**config.mk**
```make
export PLATFORM = sky130hd
export DESIGN_NAME = cvxif_offload_master
export DESIGN_NICKNAME = d
export VERILOG_FILES = /design/src/rtl/cvxif_pkg.sv /design/src/rtl/cvxif_timeout_ctr.sv /design/src/rtl/cvxif_offload_master.sv
export SDC_FILE = /design/constraint.sdc
export NUM_CORES = 1
export LEC_CHECK = 0
export CORE_ASPECT_RATIO = 0.7
export CORE_MARGIN = 5
export CORE_UTILIZATION = 36
export CTS_CLUSTER_SIZE = 12
export DETAILED_ROUTE_END_ITERATION = 8
export GPL_ROUTABILITY_DRIVEN = 0
export PLACE_DENSITY_LB_ADDON = 0.15
export SYNTH_ARGS = -nofsm -noshare
export SYNTH_HDL_FRONTEND = slang
export SYNTH_HIERARCHICAL = 1
export SYNTH_SLANG_ARGS = --single-unit
```
**constraint.sdc**
```tcl
create_clock -name clk -period 1.67 [get_ports clk]
set_clock_uncertainty 0.1 [all_clocks]
set_input_delay 0.334 -clock clk [delete_from_list [all_inputs] [get_ports clk]]
set_output_delay 0.334 -clock clk [all_outputs]
set_load 0.01 [all_outputs]
```
**src/rtl/cvxif_pkg.sv**
```systemverilog
// cvxif_pkg: shared types and constants for the CVXIF offload master
//   XLEN           default register/data width
//   OPCODE_CUSTOM3 major opcode of offloaded instructions
//   state_e        master FSM states
//   resp_t         response record returned to the core
package cvxif_pkg;
   localparam int XLEN = 32;
   localparam logic [6:0] OPCODE_CUSTOM3 = 7'b1111011;
   typedef enum logic [2:0] {IDLE, ISSUE, REGS, WAIT_RESULT, RESP} state_e;
   typedef struct packed {
      logic            we;
      logic [4:0]      rd;
      logic [XLEN-1:0] data;
      logic            illegal;
      logic            timeout;
   } resp_t;
   function automatic logic is_custom3(input logic [31:0] instr);
      return instr[6:0] == OPCODE_CUSTOM3;
   endfunction
endpackage

```
**src/rtl/cvxif_timeout_ctr.sv**
```systemverilog
// cvxif_timeout_ctr: saturating wait counter for the result phase
//   clk, rst  clock and synchronous active-high reset
//   clear     restart counting from zero
//   en        one waiting cycle elapses
//   expired   this waiting cycle is the LIMIT-th one (never when LIMIT = 0)
module cvxif_timeout_ctr #(
   parameter int LIMIT = 1024
) (
   input  logic clk,
   input  logic rst,
   input  logic clear,
   input  logic en,
   output logic expired
);
   localparam int W = LIMIT > 0 ? $clog2(LIMIT + 1) : 1;
   logic [W-1:0] count;
   always_ff @(posedge clk)
      if (rst || clear) count <= '0;
      else if (en) count <= (count == W'(LIMIT)) ? count : count + W'(1);
   // flagged one count early so the FSM leaves on the LIMIT-th waiting cycle
   assign expired = en && LIMIT != 0 && count == W'(LIMIT - 1);
endmodule

```
**src/rtl/cvxif_offload_master.sv**
```systemverilog
// cvxif_offload_master: core-side CVXIF initiator, one transaction in flight
//   cpu_req_*   instruction + operands from the core (taken in IDLE)
//   cpu_resp_*  writeback / illegal / timeout response to the core
//   issue_*     instruction offer and accept decision from the coprocessor
//   register_*  operand transfer to the coprocessor
//   result_*    result collection from the coprocessor
module cvxif_offload_master
   import cvxif_pkg::*;
#(
   parameter int TIMEOUT_CYCLES = 1024,
   parameter int XLEN = cvxif_pkg::XLEN
) (
   input  logic            clk,
   input  logic            rst,
   input  logic            cpu_req_valid,
   output logic            cpu_req_ready,
   input  logic [31:0]     cpu_req_instr,
   input  logic [XLEN-1:0] cpu_req_rs1,
   input  logic [XLEN-1:0] cpu_req_rs2,
   output logic            cpu_resp_valid,
   input  logic            cpu_resp_ready,
   output logic            cpu_resp_we,
   output logic [4:0]      cpu_resp_rd,
   output logic [XLEN-1:0] cpu_resp_data,
   output logic            cpu_resp_illegal,
   output logic            cpu_resp_timeout,
   output logic            issue_valid,
   input  logic            issue_ready,
   output logic [31:0]     issue_req_instr,
   input  logic            issue_resp_accept,
   input  logic            issue_resp_writeback,
   input  logic [1:0]      issue_resp_register_read,
   output logic            register_valid,
   input  logic            register_ready,
   output logic [XLEN-1:0] register_rs [0:1],
   output logic [1:0]      register_rs_valid,
   input  logic            result_valid,
   output logic            result_ready,
   input  logic [XLEN-1:0] result_data
);
   state_e          state, state_nx;
   logic [31:0]     instr;
   logic [XLEN-1:0] rs1, rs2;
   logic            wb;
   logic [1:0]      mask;
   resp_t           resp;
   logic            expired;

   cvxif_timeout_ctr #(.LIMIT(TIMEOUT_CYCLES)) u_ctr (
      .clk(clk),
      .rst(rst),
      .clear(state != WAIT_RESULT),
      .en(state == WAIT_RESULT),
      .expired(expired)
   );

   always_ff @(posedge clk) begin
      if (rst) begin
         state <= IDLE;
         instr <= '0;
         rs1   <= '0;
         rs2   <= '0;
         wb    <= 1'b0;
         mask  <= 2'b00;
         resp  <= '0;
      end else begin
         state <= state_nx;
         if (state == IDLE && cpu_req_valid) begin
            instr   <= cpu_req_instr;
            rs1     <= cpu_req_rs1;
            rs2     <= cpu_req_rs2;
            resp.rd <= cpu_req_instr[11:7];
         end
         if (state == ISSUE && issue_ready) begin
            wb           <= issue_resp_writeback;
            mask         <= issue_resp_accept ? issue_resp_register_read : 2'b00;
            resp.illegal <= !issue_resp_accept;
         end
         // a result arriving on the expiry cycle still wins over the timeout
         if (state == WAIT_RESULT && result_valid) begin
            resp.we   <= 1'b1;
            resp.data <= result_data;
         end else if (expired) resp.timeout <= 1'b1;
         if (state == RESP && cpu_resp_ready) resp <= '0;
      end
   end

   always_comb begin
      state_nx = state;
      unique case (state)
         IDLE:        state_nx = cpu_req_valid ? ISSUE : IDLE;
         ISSUE:       state_nx = !issue_ready ? ISSUE : issue_resp_accept ? REGS : RESP;
         REGS:        state_nx = !register_ready ? REGS : wb ? WAIT_RESULT : RESP;
         WAIT_RESULT: state_nx = (result_valid || expired) ? RESP : WAIT_RESULT;
         RESP:        state_nx = cpu_resp_ready ? IDLE : RESP;
         default:     state_nx = IDLE;
      endcase
   end

   // req_ready is masked during reset so every handshake output reads 0 then
   assign cpu_req_ready     = state == IDLE && !rst;
   assign cpu_resp_valid    = state == RESP;
   assign cpu_resp_we       = resp.we;
   assign cpu_resp_rd       = resp.rd;
   assign cpu_resp_data     = resp.data;
   assign cpu_resp_illegal  = resp.illegal;
   assign cpu_resp_timeout  = resp.timeout;
   assign issue_valid       = state == ISSUE;
   assign issue_req_instr   = instr;
   assign register_valid    = state == REGS;
   assign register_rs[0]    = rs1;
   assign register_rs[1]    = rs2;
   assign register_rs_valid = mask;
   assign result_ready      = state == WAIT_RESULT;
endmodule

```
==> flow_summary.yaml, run 1 <==
sta:
  min_period_ns: 1.73
  report.final.slew_viol_count: 0
  hold_viol: 0
  unrepaired_setup_endpoints_after_global_routing: "true"
  count_of_endpoints_failing_setup_in_the_final_report: 85
  setup_slack_ns: -0.0612
  worstMarginPinSlew_ns: 0.508
  fin_crit_sh_pct: 104
  slew-limit-headroom_pct: 66.1
  whs_ns: 0.348
  final.setup.tns_ns: -2.93
  timing.fmax_ghz: 0.578
setup_path:
  startpoint: "state[2]"
  critical_path_buf_inv_count: 2
  r2r_setup_slk_ns: -0.06
  critical-path-top-cell-by-count: "sky130_fd_sc_hd__buf_12"
  critPathLaunchType: "register"
  worst-endpoint-arrival_ns: 1.91
  cp.required_ns: 1.85
  worstPathCellList: "buf_12 > or4b_4 > buf_12 > nand2_1 > a21oi_1"
  cp-end-kind: "register"
  r2r_start: "state[2]"
  critPathCapture: "rs2[6]"
  critical_path_depth: 5
  cpLargestDelayFamily: "simple AND/OR/NAND/NOR gates"
  worst-setup-path-type: "register to register"
  critical_path.max_stage_delay_ns: 0.59
  cp_max_fo: 52
  rr_endpoint: "rs2[6]"
  r2r_cells: 5
  cp_slowest_cell: "sky130_fd_sc_hd__or4b_4"
clock_network:
  clock_insertion_delay_at_the_later_pin_of_the_skew_report_ns: 0.41
  tritoncts_clock_tree: "yes"
  tritoncts_num_sinks: 153
  clock_path_buffers: 2
  tritoncts.num_buffers: 17
  clk_pin_slew_ns: 0.06
  postCtsHoldBufs: 0
  cts.htree.levels: 4
  cell_chosen_for_the_clock_root: "sky130_fd_sc_hd__clkbuf_16"
global_routing:
  antenna_violations_before_repair: 0
  grt_pass1_wl_um: 27600
  total_routing_usage_reported_by_global_routing_pct: 18.7
  first_global_vias: 5249
  grt_max_degree: 103
  grt.overflow.total: 0
floorplan:
  core_region_area_um2: 15500
  design.die.area_um2: 18300
  rows: 38
  design.portCount: 282
  start_util_pct: 36.5
  die-height_um: 115
  chipWidth_um: 160
power_and_ir_drop:
  power.density_cell_area_nw_per_um2: 962
  netSwitchingFraction_pct: 24.9
  p_comb_share_pct: 14.4
  peakVddDrop_mv: 0.773
  total_leakage_power_uw: 0.00408
  power_report.internal_total_uw: 6800
  total_switching_power_uw: 2250
  share_seq_of_total_power_pct: 43.3
  p_clk_share_pct: 42.3
cells_and_area:
  stdcell_area_um2: 9410
  antenna_cells_inserted: 0
  flow.area_growth_from_synthesis_pct: 66.7
  mostFrequentLayoutCells: "268 x sky130_fd_sc_hd__nand2_1, 150 x sky130_fd_sc_hd__dfxtp_1, 138 x sky130_fd_sc_hd__a21oi_1, 138 x sky130_fd_sc_hd__dlygate4sd2_1, 137 x sky130_fd_sc_hd__clkdlybuf4s50_1"
  fraction_of_layout_instances_using_a_drive_strength_above_1_pct: 10.2
  num-nets-final: 1124
  final_core_utilization_pct: 60.9
  mostFrequentLayoutCell: "sky130_fd_sc_hd__nand2_1"
  nFillCells: 1411
yosys:
  cell_area_synth_um2: 5640
  syn-mean-instance-area_um2: 8.18
  synth-edff-count: 0
  yosysUniqueCellTypes: 49
  asyncSetResetFlopFracSynth_pct: 0
  yosys_register_bits: 153
  ys_warn_count: 6
  syn_inst: 690
  synthesis.nets: 831
  postSynth.topFlopCell: "sky130_fd_sc_hd__dfxtp_1"
  synth_seq_area_share_pct: 54.3
detailed_routing:
  routed_via_count_divided_by_cell_count: 4.61
  drc_errors: 0
  met2RoutedLength_um: 7790
  postRouteWirelength_um: 17800
  drt_pass1_iterations: 4
  routed-via-count: 5516
  drt_iter0_markers: 284
  route.detailed.wl_per_inst_um: 14.9
  met3WireLength_um: 1500
  top_signal_layer_used: "met4"
  post_detailed_route_count_of_antenna_violating_nets: 0
  m1WireLength_um: 8100
status:
  failed_checks: "setup timing"
  run_status: "complete, but fails checks"
placed_design:
  dp.final_hpwl_um: 12800
  placement.cell_area_um2: 8900
  portbufs: 281
hold_path:
  min-delay-path-class: "register to register"
job:
  maxCapViolations: 0
-- registers in the layout, indices dropped and copies added, names as in the netlist --
name               cells
cpu_resp_rd            5
register_rs_valid      2
cpu_resp_we            1
state                  3
issue_req_instr       32
u_ctr/count           11
wb                     1
rs2                   32
rs1                   32
cpu_resp_timeout       1
cpu_resp_data         32
cpu_resp_illegal       1
-- per-stage QoR --
| step | power (uW) | worst slack (ns) | instances |
|---|---|---|---|
| 4_1_cts | 9170 | -0.0660 | 1196 |
| 2_1_floorplan | 4550 | 0.00838 | 690 |
| 3_5_place_dp | 5440 | -0.297 | 1160 |
| 3_3_place_gp | 5430 | -0.270 | 1160 |
| 5_1_grt | 9460 | -0.119 | 1196 |
| 6_report | 9050 | -0.0612 | 1196 |
-- power by group through the flow --
stage / Combinational [uW] / Clock, uW / Sequential [uW]
after global routing: 1430 / 4090 / 3950
after CTS: 1320 / 3920 / 3920
after floorplan: 459 / 0 / 4090
after global placement: 1420 / 0 / 4000
after detailed placement: 1430 / 0 / 4010
final: 1300 / 3820 / 3920
-- final cells by class --
cell class / count / area [um2] / area share (%)
well taps: 200 / 250 / 2.66
repair buffers: 323 / 3130 / 33.3
flip-flops and latches: 153 / 3070 / 32.7
inverters: 5 / 18.8 / 0.200
multi-input cells: 483 / 2350 / 24.9
clock inverters: 12 / 141 / 1.50
clock buffers: 20 / 447 / 4.75
-- logic make-up (layout without fill, tap and decap cells) --
| logic type | after synthesis | count (layout) | share of synthesized area [%] |
|---|---|---|---|
| xor+xnor | 9 | 9 | 1.40 |
| compound gates | 150 | 150 | 14.0 |
| fa+ha+maj | 2 | 2 | 0.443 |
| mux | 1 | 1 | 0.177 |
| buf+inv | 54 | 360 | 5.25 |
| simple gates | 321 | 321 | 24.5 |
| flops | 153 | 153 | 54.3 |
-- worst min path at each step --
stage	startpoint	to	slack, ns	cells past startpoint
2_1_floorplan	wb	wb	0.36	2
3_3_place_gp	register_rs_valid[1]	register_rs_valid[1]	0.34	2
3_5_place_dp	rs2[21]	rs2[21]	0.35	2
4_1_cts	cpu_req_rs2[2]	rs2[2]	0.34	3
5_1_grt	cpu_req_rs2[2]	rs2[2]	0.34	3
6_report	cpu_resp_data[13]	cpu_resp_data[13]	0.35	2
-- timing repair --
| action | in CTS | in global routing |
|---|---|---|
| pin swaps | 3 | 2 |
| gates resized for setup | 170 | 8 |
| buffers inserted | 4 | 0 |
| setup endpoints to repair | 220 | 112 |
| endpoints found under the hold margin | 0 | 0 |
-- Yosys cell counts, types with 2 or more instances --
cell type	count	area (um2)
sky130_fd_sc_hd__a21o_1	2	15.0
sky130_fd_sc_hd__a21oi_1	138	691
sky130_fd_sc_hd__buf_2	15	75.1
sky130_fd_sc_hd__buf_4	2	15.0
sky130_fd_sc_hd__buf_6	9	101
sky130_fd_sc_hd__clkbuf_1	23	86.3
sky130_fd_sc_hd__dfxtp_1	153	3060
sky130_fd_sc_hd__ha_1	2	25.0
sky130_fd_sc_hd__inv_1	5	18.8
sky130_fd_sc_hd__nand2_1	269	1010
sky130_fd_sc_hd__nand3_1	5	25.0
sky130_fd_sc_hd__nand4_1	2	12.5
sky130_fd_sc_hd__nand4b_1	2	17.5
sky130_fd_sc_hd__nor2_1	15	56.3
sky130_fd_sc_hd__nor3b_1	5	37.5
sky130_fd_sc_hd__nor4_2	2	25.0
sky130_fd_sc_hd__o21ai_0	2	10.0
sky130_fd_sc_hd__xnor2_1	3	26.3
sky130_fd_sc_hd__xor2_1	6	52.6
-- worst reg2reg max path: cells and delay by family (launching register included) --
family	cells	cell delay [ns]
and+or+nand+nor	2	0.72
DFF	1	0.37
buffers and inverters	2	0.35
AOI/OAI and AO/OA	1	0.06
-- metal layers --
layer	vias to the layer above	GRT usage, %
li1	2850	-
met1	2468	24.6
met2	173	28.1
met3	25	7.17
met4	0	7.46
met5	-	0
Note: power is estimated with default switching activity, not from simulation.
==> inputs of run 2 (changes only) <==
SKIP_LAST_GASP = 1   (was not set)
==> run 2 against run 1 <==
Critical path depth unchanged. The flow still finishes with violations (setup timing). Worst hold slack about the same. Fmax down 2.3%. Largest power group unchanged. Die area unchanged. Sequential power about the same. Clock power about the same. Count of clock-buffer cells in the layout unchanged. Via count up 5.2%.
==> flow_summary.yaml, run 2 (synthesized netlist as in run 1, its figures left out) <==
detailed_routing:
  routed-via-count: 5804
  route.detailed.wl_per_inst_um: 16.9
  drt_pass1_iterations: 4
  post_detailed_route_count_of_antenna_violating_nets: 0
  drc_errors: 0
  drt_iter0_markers: 345
  routed_via_count_divided_by_cell_count: 4.73
  postRouteWirelength_um: 20700
setup_path:
  r2r_cells: 5
  cp_max_fo: 7
  cp_slowest_cell: "sky130_fd_sc_hd__or4b_4"
  critical_path.max_stage_delay_ns: 0.66
  critPathLaunchType: "register"
  critical_path_depth: 5
  worstPathCellList: "buf_12 > or4b_4 > clkbuf_16 > nand2_1 > a21oi_2"
  critical_path_buf_inv_count: 2
  cpLargestDelayFamily: "simple AND/OR/NAND/NOR gates"
  worst-setup-path-type: "register to register"
  cp.required_ns: 1.85
  cp-end-kind: "register"
  worst-endpoint-arrival_ns: 1.95
clock_network:
  tritoncts_clock_tree: "yes"
  cts.htree.levels: 4
  cell_chosen_for_the_clock_root: "sky130_fd_sc_hd__clkbuf_16"
  clk_pin_slew_ns: 0.06
  tritoncts_num_sinks: 153
  clock_path_buffers: 2
  clock_insertion_delay_at_the_later_pin_of_the_skew_report_ns: 0.42
  tritoncts.num_buffers: 17
sta:
  unrepaired_setup_endpoints_after_global_routing: "true"
  slew-limit-headroom_pct: 65.2
  worstMarginPinSlew_ns: 0.522
  count_of_endpoints_failing_setup_in_the_final_report: 102
  timing.fmax_ghz: 0.565
  final.setup.tns_ns: -4.82
  hold_viol: 0
  report.final.slew_viol_count: 0
  whs_ns: 0.348
  setup_slack_ns: -0.101
  fin_crit_sh_pct: 106
  min_period_ns: 1.77
floorplan:
  design.die.area_um2: 18300
  die-height_um: 115
  design.portCount: 282
  chipWidth_um: 160
  rows: 38
  core_region_area_um2: 15500
  start_util_pct: 36.5
placed_design:
  placement.cell_area_um2: 8900
  portbufs: 281
  dp.final_hpwl_um: 12800
cells_and_area:
  mostFrequentLayoutCells: "218 x sky130_fd_sc_hd__nand2_1, 150 x sky130_fd_sc_hd__dfxtp_1, 138 x sky130_fd_sc_hd__dlygate4sd2_1"
  fraction_of_layout_instances_using_a_drive_strength_above_1_pct: 18.4
  stdcell_area_um2: 10200
  num-nets-final: 1155
  mostFrequentLayoutCell: "sky130_fd_sc_hd__nand2_1"
  antenna_cells_inserted: 0
  nFillCells: 1323
  flow.area_growth_from_synthesis_pct: 81.2
global_routing:
  grt_max_degree: 103
  total_routing_usage_reported_by_global_routing_pct: 18.7
  grt.overflow.total: 0
  first_global_vias: 5250
  antenna_violations_before_repair: 0
  grt_pass1_wl_um: 27600
power_and_ir_drop:
  total_leakage_power_uw: 0.00451
  p_comb_share_pct: 18.2
  total_switching_power_uw: 2450
  power.density_cell_area_nw_per_um2: 930
  p_clk_share_pct: 40.3
  power_report.internal_total_uw: 7060
  netSwitchingFraction_pct: 25.7
  share_seq_of_total_power_pct: 41.5
  peakVddDrop_mv: 0.769
status:
  failed_checks: "setup timing"
  run_status: "complete, but fails checks"
hold_path:
  holdPathStages: 2
  min-delay-path-class: "register to register"
job:
  maxCapViolations: 0
==> run 2: cell types whose count changed in the layout (fill, tap and decap cells not counted), moves of 2 or more <==
| cell | previous run | this run |
|---|---|---|
| sky130_fd_sc_hd__nand2_1 | 268 | 218 |
| sky130_fd_sc_hd__buf_6 | 5 | 9 |
| sky130_fd_sc_hd__buf_8 | 1 | 3 |
| sky130_fd_sc_hd__or4b_4 | 1 | 3 |
| sky130_fd_sc_hd__a21oi_1 | 138 | 132 |
| sky130_fd_sc_hd__nand2_2 | 2 | 36 |
| sky130_fd_sc_hd__clkbuf_16 | 17 | 33 |
| sky130_fd_sc_hd__a21oi_2 | 0 | 6 |
| sky130_fd_sc_hd__nand2_4 | 0 | 16 |
| sky130_fd_sc_hd__buf_4 | 26 | 30 |
==> run 2: path summary, 6_finish.rpt <==
| path | to | slack, ns | start |
|---|---|---|---|
| setup / recovery | issue_req_instr[12] | -0.10 | state[1] |
| hold / removal | cpu_resp_data[2] | 0.35 | cpu_resp_data[2] |
| setup reg to reg | issue_req_instr[12] | -0.10 | state[1] |
| hold reg to reg | cpu_resp_data[2] | 0.35 | cpu_resp_data[2] |
==> run 2: metrics by stage <==
step / utilization, % / cells / worst slack (ns) / power [uW]
finish: 66.2 / 1227 / -0.101 / 9510
global route: 66.2 / 1227 / -0.187 / 9920
CTS: 60.5 / 1196 / -0.0966 / 9170
detailed placement: 57.6 / 1160 / -0.297 / 5440
global placement: 57.6 / 1160 / -0.270 / 5430
floorplan: - / 690 / 0.00838 / 4550
==> run 2: layout make-up <==
class	instances	area, um2	area share (%)
repair buffers	352	3680	36.0
flip-flops and latches	153	3070	30.1
multi-input cells	485	2610	25.6
clock buffers	20	447	4.37
well taps	200	250	2.45
clock inverters	12	141	1.38
inverters	5	18.8	0.184
==> run 2: repair_timing <==
item	in CTS	in global routing
setup endpoints to repair	220	112
gates cloned	0	26
resized for setup	166	94
hold buffers	0	0
pin swaps	2	38
buffers inserted	4	6
==> run 2: metal layers <==
layer / up-vias / track usage, % / share of wire, % / wire length, um
met1: 2672 / 24.6 / 46 / 9580
met3: 18 / 7.17 / 7.3 / 1520
li1: 2938 / - / - / -
met5: - / 0 / 0 / 0
met2: 176 / 28.1 / 45 / 9330
met4: 0 / 7.46 / 1.5 / 312
==> run 2: worst min-delay path: cells and delay by family (launching register included) <==
family           cells  cell delay (ns)
AND/OR/NAND/NOR      1             0.05
AO/OA/AOI/OAI        1             0.05
flip-flops           1             0.30
==> run 2: power by group through the flow <==
stage / clock network [uW] / logic, uW / registers [uW]
6_report: 3830 / 1730 / 3950
5_1_grt: 4090 / 1860 / 3970
4_1_cts: 3920 / 1320 / 3920
3_5_place_dp: 0 / 1430 / 4010
3_3_place_gp: 0 / 1420 / 4000
2_1_floorplan: 0 / 459 / 4090
==> inputs of run 3 (changes only) <==
SKIP_LAST_GASP = not set   (was 1)
SYNTH_HIERARCHICAL = not set   (was 1)
==> run 3 against run 2 <==
The flow still finishes with violations (setup timing). Combinational power is 23% lower. Non-clock buffer count decreased by 31. Worst hold slack got worse by 0.20 ns. Worst setup slack better by 0.082 ns. First-iteration DRC count shrank 29%. Cell count fell by 2.9%. Count of clock-buffer cells in the layout is 1 lower. Critical endpoint is now cpu_req_ready. Largest cell class is now sequential cells. Largest power group unchanged. Highest routed layer unchanged.
==> flow_summary.yaml, run 3 <==
yosys:
  synth-adder-area-share_pct: 0.449
  synth-edff-count: 0
  postSynth.topFlopCell: "sky130_fd_sc_hd__dfxtp_1"
  yosysTopAreaCellShare_pct: 55.0
  post_synthesis_share_of_cell_area_spent_on_and_or_nand_and_nor_gates_pct: 23.6
  asyncSetResetFlopFracSynth_pct: 0
  syn_inst: 688
  yosysUniqueCellTypes: 37
  synth_top_cells_by_count: "273 x sky130_fd_sc_hd__nand2_1, 153 x sky130_fd_sc_hd__dfxtp_1, 139 x sky130_fd_sc_hd__a21oi_1, 21 x sky130_fd_sc_hd__buf_2, 13 x sky130_fd_sc_hd__clkbuf_1"
  synth_compound_gate_area_share_pct: 13.7
  yosys.area.top_type: "sky130_fd_sc_hd__dfxtp_1"
  synthMuxAreaShare_pct: 0.180
  syn-mean-instance-area_um2: 8.09
  synth_xor_area_share_pct: 1.26
  combinational_family_with_the_most_area_after_synthesis: "simple AND/OR/NAND/NOR gates"
  synth_seq_area_share_pct: 55.0
  yosys_register_bits: 153
  synth_most_common_cell: "sky130_fd_sc_hd__nand2_1"
  synthesis.nets: 829
  ys_warn_count: 0
  cell_area_synth_um2: 5570
  synth_top_cells_by_area: "sky130_fd_sc_hd__dfxtp_1 55%, sky130_fd_sc_hd__nand2_1 18%, sky130_fd_sc_hd__a21oi_1 12%"
setup_path:
  cp.required_ns: 1.24
  critPathCapture: "cpu_req_ready"
  r2r_cells: 6
  cp-end-kind: "primary output"
  critPathLaunchType: "register"
  worst-endpoint-arrival_ns: 1.26
  cp_max_fo: 8
  r2r_start: "state[0]"
  r2r_setup_slk_ns: 0.01
  startpoint: "state[2]"
  rr_endpoint: "rs2[22]"
  worst-setup-path-type: "register to primary output"
sta:
  worstMarginPinSlew_ns: 0.741
  final.setup.tns_ns: -0.0388
  fin_crit_sh_pct: 101
  slew-limit-headroom_pct: 50.6
  min_period_ns: 1.69
  unrepaired_setup_endpoints_after_global_routing: "true"
  report.final.slew_viol_count: 0
  setup_slack_ns: -0.0192
  count_of_endpoints_failing_setup_in_the_final_report: 3
  hold_viol: 0
  timing.fmax_ghz: 0.592
detailed_routing:
  post_detailed_route_count_of_antenna_violating_nets: 0
  drt_iter0_markers: 245
  drt_pass1_iterations: 4
  drc_errors: 0
  routed_via_count_divided_by_cell_count: 4.61
  routed-via-count: 5495
  route.detailed.wl_per_inst_um: 15.1
  postRouteWirelength_um: 18000
clock_network:
  clk_pin_slew_ns: 0.06
  cell_chosen_for_the_clock_root: "sky130_fd_sc_hd__clkbuf_16"
  clock_insertion_delay_at_the_later_pin_of_the_skew_report_ns: 0.41
  tritoncts.num_buffers: 17
  postCtsHoldBufs: 0
  tritoncts_clock_tree: "yes"
  tritoncts_num_sinks: 153
  clock_path_buffers: 2
  cts.htree.levels: 4
global_routing:
  antenna_violations_before_repair: 0
  first_global_vias: 5119
  grt_pass1_wl_um: 26900
  grt.overflow.total: 0
  grt_max_degree: 67
  total_routing_usage_reported_by_global_routing_pct: 18.7
power_and_ir_drop:
  power_report.internal_total_uw: 6840
  total_switching_power_uw: 2260
  peakVddDrop_mv: 0.672
  total_leakage_power_uw: 0.00404
  netSwitchingFraction_pct: 24.9
  share_seq_of_total_power_pct: 43.0
  p_clk_share_pct: 42.3
  p_comb_share_pct: 14.7
  power.density_cell_area_nw_per_um2: 982
floorplan:
  chipWidth_um: 159
  die-height_um: 114
  core_region_area_um2: 15400
  design.portCount: 282
  start_util_pct: 36.3
  rows: 38
  design.die.area_um2: 18100
cells_and_area:
  flow.area_growth_from_synthesis_pct: 66.3
  mostFrequentLayoutCells: "272 x sky130_fd_sc_hd__nand2_1, 148 x sky130_fd_sc_hd__dfxtp_1, 139 x sky130_fd_sc_hd__a21oi_1"
  mostFrequentLayoutCell: "sky130_fd_sc_hd__nand2_1"
  fraction_of_layout_instances_using_a_drive_strength_above_1_pct: 9.68
  antenna_cells_inserted: 0
  num-nets-final: 1121
hold_path:
  min-delay-path-class: "primary input to register"
  worst_min_path_start: "rst"
placed_design:
  portbufs: 281
  pre_cts_slack_ns: -0.143
  dp.final_hpwl_um: 13100
status:
  run_status: "complete, but fails checks"
  failed_checks: "setup timing"
job:
  maxCapViolations: 0
run 3: worst min-delay path by stage:
stage	slack [ns]	endpoint	cells past startpoint
after floorplan	0.36	u_ctr.count[8]	2
after global placement	0.34	issue_req_instr[14]	2
after detailed placement	0.34	cpu_resp_data[24]	2
after CTS	0.1	wb	3
after global routing	0.13	wb	3
final	0.15	wb	3
run 3: cell type report:
type,count,area (um2)
Clock buffer,19,453
Clock inverter,12,144
Fill cell,1435,6090
Inverter,7,28.8
Multi-Input combinational cell,480,2250
Sequential cell,153,3080
Tap cell,200,250
Timing Repair Buffer,321,3060
run 3: power groups by stage:
stage | Sequential [uW] | Clock (uW) | Combinational (uW)
2_1_floorplan | 4080 | 0 | 451
3_3_place_gp | 4000 | 0 | 1400
3_5_place_dp | 4010 | 0 | 1410
4_1_cts | 3910 | 3970 | 1300
5_1_grt | 3940 | 4140 | 1450
6_report | 3920 | 3850 | 1330
run 3: logic make-up (layout without fill, tap and decap cells):
group,count (synthesis),count (layout)
compound gates,149,149
xor+xnor,8,8
fa+ha+maj,2,2
buf+inv,55,359
flops,153,153
mux,1,1
simple gates,320,320
run 3: critical path: stages (launching register included):
cell                      delay (ns)
sky130_fd_sc_hd__dfxtp_4        0.40
sky130_fd_sc_hd__nor4_4         0.27
sky130_fd_sc_hd__buf_2          0.18
run 3: layer usage:
| layer | up-vias | GRT usage [%] | share of wire (%) |
|---|---|---|---|
| li1 | 2823 | - | - |
| met1 | 2470 | 23.5 | 43 |
| met2 | 175 | 29.8 | 45 |
| met3 | 27 | 6.84 | 9.2 |
| met4 | 0 | 6.42 | 2.3 |
| met5 | - | 0 | 0 |
run 3: per-stage QoR:
stage	cells	hold slack [ns]	util, %	area (um2)	power, uW
after global routing	1192	0.129	60.3	9260	9530
after detailed placement	1154	0.344	56.5	8670	5410
after floorplan	688	0.358	-	5570	4540
final	1192	0.146	60.3	9260	9100
after global placement	1154	0.341	56.5	8670	5400
after CTS	1188	0.0995	59.4	9130	9180
run 3: what timing repair did:
item	4_1_cts	5_1_grt
buffers inserted	3	3
endpoints found under the setup margin	143	30
resized for setup	168	24
gates cloned	0	1
pin swaps	1	4
